===== src/rtl/response_misr_collector.sv =====
// Response-side signature collector: folds each qualified sample of a wide DUT
// output bus into a MISR and presents the final signature after NUM_VECTORS
// captures over a valid/ready handshake.
//
// Ports:
//   clk        - clock, all state updates on the rising edge
//   rst_n      - asynchronous active-low reset
//   start      - one-cycle pulse that begins a run (honoured only in IDLE)
//   y          - DUT response bus (Y_WIDTH bits)
//   y_valid    - qualifies y for capture this cycle
//   sig_out    - current or final signature (SIG_WIDTH bits)
//   sig_valid  - final signature available
//   sig_ready  - consumer accepts the signature
//   busy       - high while capturing
//   vec_count  - samples captured in the current run
module response_misr_collector #(
   parameter int unsigned             Y_WIDTH     = 151,
   parameter int unsigned             SIG_WIDTH   = 32,
   parameter logic [SIG_WIDTH-1:0]    POLY        = SIG_WIDTH'(32'h04C11DB7),
   parameter logic [SIG_WIDTH-1:0]    SEED        = SIG_WIDTH'(32'hFFFFFFFF),
   parameter int unsigned             NUM_VECTORS = 22
) (
   input  logic                 clk,
   input  logic                 rst_n,
   input  logic                 start,
   input  logic [Y_WIDTH-1:0]   y,
   input  logic                 y_valid,
   output logic [SIG_WIDTH-1:0] sig_out,
   output logic                 sig_valid,
   input  logic                 sig_ready,
   output logic                 busy,
   output logic [15:0]          vec_count
);

   localparam int unsigned CNT_W   = 16;
   localparam int unsigned N_CHUNK = (Y_WIDTH + SIG_WIDTH - 1) / SIG_WIDTH;
   localparam int unsigned PAD_W   = N_CHUNK * SIG_WIDTH;

   typedef enum logic [1:0] {
      IDLE    = 2'd0,
      CAPTURE = 2'd1,
      DONE    = 2'd2
   } state_e;

   state_e               state_q, state_d;
   logic [SIG_WIDTH-1:0] sig_q, sig_d;
   logic [CNT_W-1:0]     cnt_q, cnt_d;
   logic                 busy_q, busy_d;
   logic                 valid_q, valid_d;
   logic [PAD_W-1:0]     y_pad;
   logic [SIG_WIDTH-1:0] fold;
   logic [SIG_WIDTH-1:0] sig_step;

   // Zero-pad y to a whole number of chunks and XOR the chunks together
   always_comb begin
      y_pad = PAD_W'(y);
      fold  = '0;
      for (int k = 0; k < int'(N_CHUNK); k++) begin
         fold = fold ^ y_pad[k*SIG_WIDTH +: SIG_WIDTH];
      end
   end

   // One MISR step: shift left, apply taps if the shifted-out MSB was set
   assign sig_step = {sig_q[SIG_WIDTH-2:0], 1'b0}
                   ^ (sig_q[SIG_WIDTH-1] ? POLY : '0)
                   ^ fold;

   // Next-state and registered-output decode
   always_comb begin
      state_d = state_q;
      sig_d   = sig_q;
      cnt_d   = cnt_q;
      unique case (state_q)
         IDLE: begin
            if (start) begin
               sig_d   = SEED;
               cnt_d   = '0;
               state_d = CAPTURE;
            end
         end
         CAPTURE: begin
            if (y_valid) begin
               sig_d = sig_step;
               cnt_d = cnt_q + CNT_W'(1);
               // Last capture moves straight to DONE so sig_valid rises next cycle
               if (cnt_d == CNT_W'(NUM_VECTORS)) begin
                  state_d = DONE;
               end
            end
         end
         DONE: begin
            if (valid_q && sig_ready) begin
               state_d = IDLE;
            end
         end
         default: state_d = IDLE;
      endcase
      busy_d  = (state_d == CAPTURE);
      valid_d = (state_d == DONE);
   end

   // State and output registers
   always_ff @(posedge clk or negedge rst_n) begin
      if (!rst_n) begin
         state_q <= IDLE;
         sig_q   <= '0;
         cnt_q   <= '0;
         busy_q  <= 1'b0;
         valid_q <= 1'b0;
      end else begin
         state_q <= state_d;
         sig_q   <= sig_d;
         cnt_q   <= cnt_d;
         busy_q  <= busy_d;
         valid_q <= valid_d;
      end
   end

   assign sig_out   = sig_q;
   assign sig_valid = valid_q;
   assign busy      = busy_q;
   assign vec_count = cnt_q;

endmodule


===== config.mk =====
export PLATFORM = sky130hd
export DESIGN_NAME = response_misr_collector
export DESIGN_NICKNAME = d
export VERILOG_FILES = /design/src/rtl/response_misr_collector.sv
export SDC_FILE = /design/constraint.sdc
export NUM_CORES = 1
export LEC_CHECK = 0
export BUFFER_PORTS_ARGS = -buffer_cell sky130_fd_sc_hd__buf_2
export CAP_MARGIN = 10
export CORE_MARGIN = 8
export CORE_UTILIZATION = 35
export CTS_CLUSTER_DIAMETER = 40
export CTS_CLUSTER_SIZE = 24
export DETAILED_ROUTE_END_ITERATION = 7
export GPL_ROUTABILITY_DRIVEN = 0
export PLACE_DENSITY = 0.69
export SETUP_SLACK_MARGIN = 0.3
export SYNTH_ARGS = -nofsm -noshare
export SYNTH_HDL_FRONTEND = slang
export SYNTH_SLANG_ARGS = --single-unit

===== constraint.sdc =====
create_clock -name clk -period 3.57 [get_ports clk]
set_input_delay 0.357 -clock clk [delete_from_list [all_inputs] [get_ports clk]]
set_output_delay 0.357 -clock clk [all_outputs]
set_load 0.02 [all_outputs]

-- Word-level counts from Yosys, hierarchy flattened
Index checks and enable logic that the tools add are counted.
- $add $sub $neg: 1
- $mul: 0
- divide/modulo/power cells: 0
- order comparisons: 0
- eq/ne operators: 7
- shifts and indexed selects: 0
- mux-type cells: 12
- bitwise logic cells: 6
- reduce and logical (&&, ||, !) cells: 4
- operator list (kind ; number):
    32-bit XOR ; 4
    32-bit 2-to-1 mux ; 2
    32-bit case mux with 2 select lines ; 1
    16-bit 2-to-1 mux ; 2
    16-bit case mux with 2 select lines ; 1
    32-bit by 23-bit XOR with 32-bit output ; 1
    32-bit by 27-bit XOR with 32-bit output ; 1
    27-bit 2-to-1 mux ; 1
    16-bit by 1-bit adder with 16-bit output (second input constant) ; 1
    16-bit by 5-bit == test with 1-bit output (second input constant) ; 1
    2-bit 2-to-1 mux ; 4
    2-bit case mux with 3 select lines ; 1
    2-bit by 1-bit == test with 1-bit output (second input constant) ; 2
    2-bit == test (second input constant) ; 2
    2-bit inequality test (second input constant) ; 2
    3-bit AND reduction ; 1
    2-bit zero test ; 1
    2-bit nonzero test ; 1
    1-bit logical AND ; 1
- register bits after elaboration: 52
- bits in latches: 0
- bits in writable memories: 0
- ROM bits: 0
- output and inout bits: 50
- logic and storage cells: 35
- memories kept: 0

-- Depth between registers and ports, before layout
Gate-level depths: netlist (run 1).
- depth after elaboration: 7
- depth in mapped cells: 7
- mapped depth without buffers: 7

-- Worst setup path before layout (run 1)
OpenSTA, ideal clock, no wires.
- path type: reg2reg
- start: reg cnt_q[0] (netlist: vec_count[0])
- end: reg busy_q (netlist: busy)
- setup time: 145 ps
- arrival time: 1863 ps
- data required time: 3425 ps
- slack: 1562 ps
- stages on the path, launching flop included: 8
- path buffers: 1
- clock period less this slack: 2008 ps
- path through: dfrtp_1 -> ha_1 -> and4_1 -> buf_6 -> a211oi_1 -> a31oi_1 -> nor4_2 -> a311oi_1
- word-level cells in the longest chain between the ends: 6
- ends and longest elaborated chain (item ; line ; RTL):
    start, declared ; 47 ; logic [CNT_W-1:0] cnt_q, cnt_d;
    start signal, assigned ; 113 ; cnt_q <= cnt_d;
    16-bit by 1-bit adder with 16-bit output ; 84 ; cnt_d = cnt_q + CNT_W'(1);
    16-bit by 5-bit == test with 1-bit output ; 86 ; if (cnt_d == CNT_W'(NUM_VECTORS)) begin
    2-bit 2-to-1 mux ; 86 ;
    2-bit 2-to-1 mux ; 82 ; if (y_valid) begin
    2-bit case mux with 3 select lines ; 73 ; unique case (state_q)
    2-bit by 1-bit == test with 1-bit output ; 98 ; busy_d = (state_d == CAPTURE);
    named net busy_d ; 48 ; logic busy_q, busy_d;
    end signal, assigned ; 114 ; busy_q <= busy_d;
    end, declared ; 48 ;
The timed path passes the listed nets, and every way through them passes these cells.
A chain may end at the register's enable or synchronous reset.

-- Worst setup path in the final report (run 1)
- start: reg cnt_q[0] (netlist: vec_count[0])
- end: reg state_q[0]
- word-level cells in the longest chain between the ends: 5
- ends and longest elaborated chain (item ; line ; RTL):
    16-bit by 1-bit adder with 16-bit output ; 84 ;
    16-bit by 5-bit == test with 1-bit output ; 86 ;
    2-bit 2-to-1 mux ; 86 ;
    2-bit 2-to-1 mux ; 82 ;
    2-bit case mux with 3 select lines ; 73 ;
    named net state_d[0] ; 45 ; state_e state_q, state_d;
    end signal, assigned ; 111 ; state_q <= state_d;
    end, declared ; 45 ;
The timed path passes the listed nets, and every way through them passes these cells.

==> results of run 1 <==
per-layer routing:
layer  wire length, um  track usage  part of all wire
met1              4420        0.158              0.39
met2              6140        0.282              0.54
met3               793       0.0449             0.069
met4                96       0.0393            0.0084
met5                 0            0                 0
logic make-up after synthesis:
group	count (synthesis)	synth area share
compound gates	83	0.121
fa+ha+maj	2	0.00639
simple gates	88	0.118
xor+xnor	170	0.380
flops	52	0.332
buf+inv	24	0.0390
mux	1	0.00256
registers in the layout, indices dropped and copies added, names as in the netlist:
register	count
sig_out	32
vec_count	16
state_q	2
busy	1
sig_valid	1
stage by stage:
step	cells	setup WS, ns	hold WS [ns]
floorplan	420	1.56	0.0614
global placement	745	1.52	0.527
detailed placement	745	1.42	0.572
CTS	753	1.40	0.246
global route	753	1.27	0.298
finish	753	1.39	0.220
synthesized netlist by cell type (3+ instances only):
| cell | number |
|---|---|
| sky130_fd_sc_hd__nand4_1 | 7 |
| sky130_fd_sc_hd__a21oi_1 | 39 |
| sky130_fd_sc_hd__nand2_1 | 16 |
| sky130_fd_sc_hd__nand2b_1 | 3 |
| sky130_fd_sc_hd__buf_2 | 4 |
| sky130_fd_sc_hd__a31oi_1 | 5 |
| sky130_fd_sc_hd__clkbuf_1 | 11 |
| sky130_fd_sc_hd__nand3_1 | 6 |
| sky130_fd_sc_hd__dfrtp_1 | 52 |
| sky130_fd_sc_hd__buf_6 | 3 |
| sky130_fd_sc_hd__xor2_1 | 19 |
| sky130_fd_sc_hd__o21ai_0 | 24 |
| sky130_fd_sc_hd__xnor2_1 | 151 |
| sky130_fd_sc_hd__nor2_1 | 38 |
| sky130_fd_sc_hd__inv_1 | 3 |
how the worst max path moves through the flow:
stage	slack (ns)	to	start
floorplan	1.56	busy	vec_count[0]
global placement	1.52	busy	vec_count[0]
detailed placement	1.42	state_q[0]	vec_count[0]
CTS	1.40	state_q[0]	vec_count[0]
global route	1.27	state_q[0]	vec_count[0]
finish	1.39	state_q[0]	vec_count[0]
power groups by stage:
stage | clock, uW | sequential, uW | combinational (uW)
floorplan | 0 | 1220 | 1020
global route | 393 | 1080 | 1810
detailed placement | 0 | 1050 | 1690
finish | 356 | 1050 | 1660
global placement | 0 | 1050 | 1650
CTS | 372 | 1050 | 1690
area by class of cell:
| cell class | count | area, um2 |
|---|---|---|
| fillers | 1049 | 5790 |
| multi-input cells | 344 | 2480 |
| flip-flops and latches | 52 | 1300 |
| repair buffers | 206 | 1030 |
| well taps | 140 | 175 |
| clock buffers | 6 | 82.6 |
| inverters | 3 | 11.3 |
| clock inverters | 2 | 10.0 |
==> impl_metrics.json, run 1 <==
{
  "outcome": "completed",
  "buffers_and_inverters_on_the_worst_path": 0,
  "cts_root_buffer": "sky130_fd_sc_hd__clkbuf_8",
  "first_pass_grt_wire_length_um": 18400,
  "fp.dieH_um": 122,
  "fin_crit_sh": 0.610,
  "arrival_ns": 2.35,
  "clock_power_share": 0.116,
  "route.detailed.wl_per_inst_um": 15.2,
  "layout-area-overhead-vs-synth_pct": 30.1,
  "cts_resized": 0,
  "drive_gt1_frac": 0.375,
  "synth_fp_nets": 578,
  "timing.hold.worst.class": "input port to asynchronous set/reset pin",
  "cts_htree_levels": 2,
  "sort_of_element_at_the_start_of_the_critical_path": "flop",
  "layout_commonest_cell": "sky130_fd_sc_hd__buf_2",
  "path_clk_slew_ns": 0.10,
  "clock_latency_ns": 0.30,
  "cts_tree": "built",
  "timing_limited_maximum_frequency_ghz": 0.459,
  "postRouteAntennaNets": 0,
  "synth_enable_flop_cells": 0,
  "timing.reg2reg.worst_path_depth": 6,
  "drtIter0Drc": 135,
  "required_ns": 3.74,
  "max_slew_margin": 0.288,
  "timing.final.setup_violations": 0,
  "critPathKind": "flop to flop",
  "synth-seq-area-share": 0.332,
  "rr_endpoint": "state_q[0]",
  "clock_path_buffers": 2,
  "drc_errors": 0,
  "first_global_vias": 3989,
  "rows": 38,
  "drt-total-wl_um": 11400,
  "detail_route.vias_per_cell": 4.81,
  "tightest_slew_ns": 1.07,
  "postCtsSetupBuffers": 0,
  "timing.clock.skew_ns": 0.00678,
  "num_vias": 3620,
  "ys_seq_elements": 52,
  "detailed_place_hpwl_um": 9230,
  "ir_drop_uv": 338,
  "design.core.area_um2": 10900,
  "p_per_area_nw_per_um2": 600,
  "layout_common_cells": "sky130_fd_sc_hd__buf_2 (205), sky130_fd_sc_hd__xnor2_1 (151), sky130_fd_sc_hd__dfrtp_1 (52)",
  "final_cell_area_um2": 5090,
  "placed_area_um2": 5000,
  "rsz0062_at_grt": "false",
  "io_count": 206,
  "post-synth-top-area-cell": "sky130_fd_sc_hd__xnor2_1",
  "final-hold-violation-count": 0,
  "switching_power_uw": 1300,
  "timing.critical_path.fanout_max": 7,
  "seqPwrFrac": 0.342,
  "combinationalPowerShare": 0.542,
  "postSynthCellCount": 420,
  "reg2reg_setup_slack_ns": 1.39,
  "post_synth.cell_area_avg_um2": 9.32,
  "synth_largest_type_area_fraction": 0.338,
  "synth_flop_cell": "sky130_fd_sc_hd__dfrtp_1",
  "post-route-min-period_ns": 2.18,
  "antennaDiodeCount": 0,
  "cts_inserted_buffers": 5,
  "power.internal_uw": 1760,
  "port_buffers": 205,
  "largest_net_degree_at_the_start_of_global_routing": 46,
  "max-cap-violations": 0,
  "crit_path_cell_trace": "ha_1 -> and4_1 -> nand3_2 -> xnor2_1 -> nor4_2 -> a311oi_1",
  "timing.final.max_slew_violations": 0,
  "r2r_start": "vec_count[0]",
  "grt_util_all_layers": 0.150,
  "overflow": 0,
  "endpoint_kind": "flop",
  "cpMaxStageDelayCell": "sky130_fd_sc_hd__dfrtp_1",
  "report.power.total_uw": 3060,
  "setup-tns-final_ns": 0,
  "yosys.cell_types.count": 43,
  "antenna_found_initial": 0,
  "cp_num_cells": 6,
  "synth_async_sr_flop_share": 1.00,
  "synth_top_cells_by_area": "sky130_fd_sc_hd__xnor2_1 (34%), sky130_fd_sc_hd__dfrtp_1 (33%), sky130_fd_sc_hd__a21oi_1 (5.0%)",
  "slowest_delay_ns": 0.45,
  "synth_area_um2": 3920,
  "ys.warnings.count": 0,
  "path_delay_family": "simple AND/OR/NAND/NOR gates",
  "power.switching_fraction": 0.425,
  "final_nets": 770,
  "die_area_um2": 14800,
  "cts.sink_count": 52,
  "post_cts_hold_buffer_count": 0,
  "power.static_leakage_uw": 0.00221,
  "layout.core_utilization": 0.468,
  "drt-pass1-iter-count": 4,
  "die_w_um": 122,
  "initial_cell_density_of_the_core": 0.360
}
Note: power is estimated with default switching activity, not from simulation.
==> run 2: changes to the inputs <==
--- a/config.mk
+++ b/config.mk
@@ -13,7 +13,7 @@
 export CTS_CLUSTER_SIZE = 24
 export DETAILED_ROUTE_END_ITERATION = 7
 export GPL_ROUTABILITY_DRIVEN = 0
-export PLACE_DENSITY = 0.69
+export PLACE_DENSITY = 0.71
 export SETUP_SLACK_MARGIN = 0.3
 export SYNTH_ARGS = -nofsm -noshare
 export SYNTH_HDL_FRONTEND = slang
==> constraint.sdc (replaced) <==
create_clock -name clk -period 2 [get_ports clk]
set_input_delay 0.2 -clock clk [delete_from_list [all_inputs] [get_ports clk]]
set_output_delay 0.2 -clock clk [all_outputs]
set_load 0.02 [all_outputs]
==> run 2 against run 1 <==
Effect of this change:
- first-iteration DRC count rose by 22%
- final cell count up 3.7%
- non-clock buffer count grew 27
- register-to-register slack worse by 1.2 ns
- worst hold slack got worse by 0.032 ns
- global-route usage increased by 0.52 points
- die area unchanged
==> impl_metrics.json, run 2 (synthesis results as in run 1) <==
{
  "critPathKind": "flop to flop",
  "fp.dieH_um": 122,
  "cts_htree_levels": 2,
  "worst_slack_ns": 0.203,
  "detail_route.vias_per_cell": 4.76,
  "timing.final.max_slew_violations": 0,
  "cts_tree": "built",
  "cpMaxStageDelayCell": "sky130_fd_sc_hd__dfrtp_2",
  "initial_cell_density_of_the_core": 0.360,
  "post-route-min-period_ns": 1.80,
  "path_clk_slew_ns": 0.10,
  "drc_errors": 0,
  "design.core.area_um2": 10900,
  "overflow": 0,
  "layout.core_utilization": 0.500,
  "clock_path_buffers": 2,
  "timing_limited_maximum_frequency_ghz": 0.556,
  "endpoint_kind": "flop",
  "tightest_slew_ns": 0.648,
  "timing.critical_path.fanout_max": 5,
  "die_area_um2": 14800,
  "grt_util_all_layers": 0.155,
  "fin_crit_sh": 0.899,
  "route.detailed.wl_per_inst_um": 15.1,
  "max-cap-violations": 0,
  "largest_net_degree_at_the_start_of_global_routing": 31,
  "power.static_leakage_uw": 0.00236,
  "drtIter0Drc": 165,
  "buffers_and_inverters_on_the_worst_path": 1,
  "arrival_ns": 1.95,
  "layout_common_cells": "sky130_fd_sc_hd__buf_2 (205), sky130_fd_sc_hd__xnor2_1 (151), sky130_fd_sc_hd__dfrtp_1 (43)",
  "max_slew_margin": 0.568,
  "required_ns": 2.16,
  "path_delay_family": "simple AND/OR/NAND/NOR gates",
  "timing.clock.skew_ns": 0.0134,
  "layout_commonest_cell": "sky130_fd_sc_hd__buf_2",
  "sort_of_element_at_the_start_of_the_critical_path": "flop",
  "rsz0062_at_grt": "true",
  "minimum_setup_slack_after_placement_ns": 0.116,
  "cts_inserted_buffers": 5,
  "crit_path_cell_trace": "ha_4 -> and3_4 -> and4_4 -> o2111ai_2 -> nor4_2 -> buf_4 -> a311oi_2",
  "largest_register_ff_count": 32,
  "rows": 38,
  "antennaDiodeCount": 0,
  "outcome": "completed",
  "timing.hold.worst.class": "input port to flop",
  "setup-tns-final_ns": 0,
  "port_buffers": 205,
  "finish.cell_count_without_fillers": 781,
  "slowest_delay_ns": 0.41,
  "layout-area-overhead-vs-synth_pct": 39.0,
  "placed_cells": 755,
  "die_w_um": 122,
  "drt-pass1-iter-count": 5,
  "drt-total-wl_um": 11800,
  "cts.sink_count": 52,
  "final_nets": 798,
  "first_global_vias": 4038,
  "timing.final.setup_violations": 0,
  "detailed_place_hpwl_um": 9550,
  "num_vias": 3718,
  "first_pass_grt_wire_length_um": 18800,
  "final-hold-violation-count": 0,
  "postRouteAntennaNets": 0,
  "io_count": 206,
  "clock_latency_ns": 0.30,
  "cts_root_buffer": "sky130_fd_sc_hd__clkbuf_8",
  "ir_drop_uv": 595,
  "p_per_area_nw_per_um2": 1050,
  "antenna_found_initial": 0,
  "drive_gt1_frac": 0.434
}
run 2: cell types whose count changed in the layout (fill, tap and decap cells not counted), sizes merged:
| cell | before | now |
|---|---|---|
| clkbuf | 6 | 7 |
| dlygate4sd3 | 0 | 1 |
| bufinv | 0 | 1 |
| clkinv | 2 | 1 |
| nand3 | 8 | 9 |
| buf | 206 | 231 |
run 2: layer usage:
metal	track usage	up-vias	share of wire
met5	0	-	0
met4	0.0378	0	0.0072
met3	0.0481	6	0.067
met2	0.293	135	0.55
met1	0.162	1744	0.38
li1	-	1833	-
run 2: path summary, 6_finish.rpt:
path	from	cells past startpoint	slack (ns)	to
max in group asynchronous	rst_n	3	1.01	vec_count[10]
setup / recovery	vec_count[0]	7	0.20	busy
min in group asynchronous	rst_n	2	0.41	vec_count[11]
hold reg to reg	vec_count[15]	1	0.55	vec_count[15]
hold / removal	y[62]	3	0.19	sig_out[30]
setup reg to reg	vec_count[0]	7	0.20	busy
run 2: cell type report:
class | count | area (um2)
flip-flops and latches | 52 | 1310
clock inverters | 2 | 35.0
fillers | 1003 | 5440
clock buffers | 6 | 72.6
inverters | 3 | 13.8
well taps | 140 | 175
multi-input cells | 345 | 2580
repair buffers | 233 | 1250
run 2: worst register-to-register path, delay by kind of cell, from the launching register on:
family                   cells  cell delay (ns)
AO/OA/AOI/OAI                2             0.22
adder cells (fa/ha/maj)      1             0.17
buffers and inverters        1             0.17
flip-flops                   1             0.41
AND/OR/NAND/NOR              3             0.67
run 2: power breakdown:
| part | internal (uW) | switching, uW |
|---|---|---|
| combinational | 1570 | 1610 |
| sequential | 1410 | 435 |
| clock | 372 | 339 |
run 2: metrics by stage:
step                power [uW]  area, um2  hold WS (ns)
floorplan                 4000       3950       -0.0956
global placement          4870       5120         0.230
detailed placement        4940       5120         0.229
CTS                       5810       5360         0.171
global route              6180       5440         0.184
finish                    5730       5440         0.188
run 2: timing repair:
action,4_1_cts,5_1_grt
hold endpoints to repair,22,0
endpoints found under the setup margin,4,17
pin swaps,9,6
gates cloned,0,1
gates resized for setup,17,12
hold buffers,1,0
buffers inserted,9,7
==> run 3: changes to the inputs <==
--- a/config.mk
+++ b/config.mk
@@ -13,7 +13,7 @@
 export CTS_CLUSTER_SIZE = 24
 export DETAILED_ROUTE_END_ITERATION = 7
 export GPL_ROUTABILITY_DRIVEN = 0
-export PLACE_DENSITY = 0.71
+export PLACE_DENSITY = 0.69
 export SETUP_SLACK_MARGIN = 0.3
 export SYNTH_ARGS = -nofsm -noshare
 export SYNTH_HDL_FRONTEND = slang
==> constraint.sdc (replaced) <==
create_clock -name clk -period 1.81 [get_ports clk]
set_input_delay 0.181 -clock clk [delete_from_list [all_inputs] [get_ports clk]]
set_output_delay 0.181 -clock clk [all_outputs]
set_load 0.02 [all_outputs]
==> run 3 against run 2 <==
Effect of this change:
- the run now ends with negative setup slack left
- final cell count rose by 1.2%
- final area rose by 5.3%
- wire length rose by 4.1%
- register-to-register slack got worse by 0.22 ns
- total power rose by 18%
- non-clock buffer count rose by 11
==> impl_metrics.json, run 3 (synthesis results as in run 1) <==
{
  "outcome": "finished with violations",
  "violated_checks": "negative setup slack",
  "sort_of_element_at_the_start_of_the_critical_path": "flop",
  "timing_limited_maximum_frequency_ghz": 0.547,
  "worst_slack_ns": -0.0168,
  "met3_length_um": 783,
  "tightest_slew_ns": 0.626,
  "cpMaxStageDelayCell": "sky130_fd_sc_hd__dfrtp_2",
  "fin_crit_sh": 1.01,
  "layout_common_cells": "sky130_fd_sc_hd__buf_2 (205), sky130_fd_sc_hd__xnor2_1 (149), sky130_fd_sc_hd__dfrtp_1 (44)",
  "final_nets": 808,
  "route.detailed.wl_per_inst_um": 15.5,
  "max_slew_margin": 0.583,
  "drive_gt1_frac": 0.492,
  "rsz0062_at_grt": "true",
  "cts_htree_levels": 2,
  "initial_cell_density_of_the_core": 0.360,
  "overflow": 0,
  "drt-met1-wl_um": 4730,
  "detail_route.vias_per_cell": 4.78,
  "timing.hold.worst.start": "y[57]",
  "crit_path_cell_trace": "ha_4 -> and3_4 -> a31oi_2 -> o2111ai_2 -> nor4_2 -> buf_4 -> a41o_1",
  "placed_cells": 767,
  "fp.dieH_um": 122,
  "drc_errors": 0,
  "clock_path_buffers": 2,
  "cts_tree": "built",
  "rr_endpoint": "sig_valid",
  "required_ns": 2.04,
  "hold-path-endpoint": "sig_out[25]",
  "antenna_found_initial": 0,
  "ir_drop_uv": 646,
  "clock_latency_ns": 0.30,
  "drt-pass1-iter-count": 4,
  "die_w_um": 122,
  "path_delay_family": "simple AND/OR/NAND/NOR gates",
  "final-hold-violation-count": 0,
  "power.static_leakage_uw": 0.00247,
  "first_global_vias": 4090,
  "slowest_delay_ns": 0.46,
  "timing.clock.skew_ns": 0.0111,
  "r2r_start": "vec_count[0]",
  "p_per_area_nw_per_um2": 1180,
  "rows": 38,
  "design.core.area_um2": 10900,
  "timing.final.max_slew_violations": 0,
  "layout.core_utilization": 0.526,
  "grt_util_all_layers": 0.155,
  "drt-total-wl_um": 12200,
  "drtIter0Drc": 134,
  "routed_wl_met2_um": 6510,
  "io_count": 206,
  "die_area_um2": 14800,
  "cts_inserted_buffers": 5,
  "path_clk_slew_ns": 0.09,
  "arrival_ns": 2.06,
  "largest_net_degree_at_the_start_of_global_routing": 27,
  "cts_root_buffer": "sky130_fd_sc_hd__clkbuf_8",
  "buffers_and_inverters_on_the_worst_path": 1,
  "max-cap-violations": 0,
  "timing.final.setup_violations": 4,
  "port_buffers": 205,
  "post-route-min-period_ns": 1.83,
  "num_vias": 3778,
  "reg2reg_setup_slack_ns": -0.02,
  "largest_register_ff_count": 32,
  "layout-area-overhead-vs-synth_pct": 46.4,
  "postRouteAntennaNets": 0,
  "detailed_place_hpwl_um": 9790,
  "timing.hold.worst.class": "input port to flop",
  "cts.sink_count": 52,
  "timing.reg2reg.worst_path_depth": 7,
  "layout_commonest_cell": "sky130_fd_sc_hd__buf_2",
  "routed.top_layer": "met4",
  "first_pass_grt_wire_length_um": 18900,
  "antennaDiodeCount": 0,
  "worstHoldPathCells": 3,
  "endpoint_kind": "flop",
  "finish.cell_count_without_fillers": 790,
  "timing.critical_path.fanout_max": 5,
  "critPathKind": "flop to flop"
}
-- run 3: report_power, final --
group          internal [uW]  switching, uW
sequential              1560            531
combinational           1840           1890
clock                    545            389
-- run 3: worst max-delay path by stage --
stage | from | to | slack (ns) | cells past startpoint
final | vec_count[0] | sig_valid | -0.02 | 7
after global routing | vec_count[0] | busy | -0.13 | 7
after floorplan | vec_count[0] | busy | -0.07 | 7
after CTS | vec_count[2] | state_q[0] | -0.02 | 6
after detailed placement | vec_count[0] | state_q[0] | -0.07 | 7
after global placement | vec_count[0] | busy | 0.004 | 7
-- run 3: what timing repair did --
item / CTS / global route
setup endpoints to repair: 25 / 44
pin swaps: 1 / 13
buffers inserted: 3 / 9
gates resized for setup: 5 / 63
cloned: 0 / 3
hold endpoints to repair: 24 / 0
hold buffers: 1 / 0
-- run 3: per-layer routing --
layer	track usage	vias to the layer above
li1	-	1860
met1	0.168	1756
met2	0.289	141
met3	0.0435	21
met4	0.0416	0
met5	0	-
-- run 3: per-stage QoR --
step                total power (uW)  instance area (um2)  hold slack, ns  setup WS, ns  TNS (ns)
floorplan                       4430                 3960          -0.115       -0.0708    -0.261
global placement                5470                 5210           0.212       0.00405         0
detailed placement              5550                 5210           0.233       -0.0666    -0.234
CTS                             6530                 5390           0.157       -0.0199   -0.0643
global route                    7220                 5730           0.167        -0.132    -0.447
finish                          6760                 5730           0.177       -0.0168   -0.0450
-- run 3: layout make-up --
cell class	instances	area, um2
clock buffer	5	68.8
clock inverter	2	60.1
fill	968	5160
inverter	3	11.3
multi-input combinational	344	2700
sequential	52	1310
tap	140	175
timing repair buffer	244	1400
-- run 3: worst reg2reg max path, cell delays in order (launching register included) --
cell and delay (ns):
sky130_fd_sc_hd__dfrtp_2 0.46, sky130_fd_sc_hd__ha_4 0.19, sky130_fd_sc_hd__and3_4 0.19, sky130_fd_sc_hd__a31oi_2 0.13, sky130_fd_sc_hd__o2111ai_2 0.14, sky130_fd_sc_hd__nor4_2 0.32
sky130_fd_sc_hd__buf_4 0.18, sky130_fd_sc_hd__a41o_1 0.16
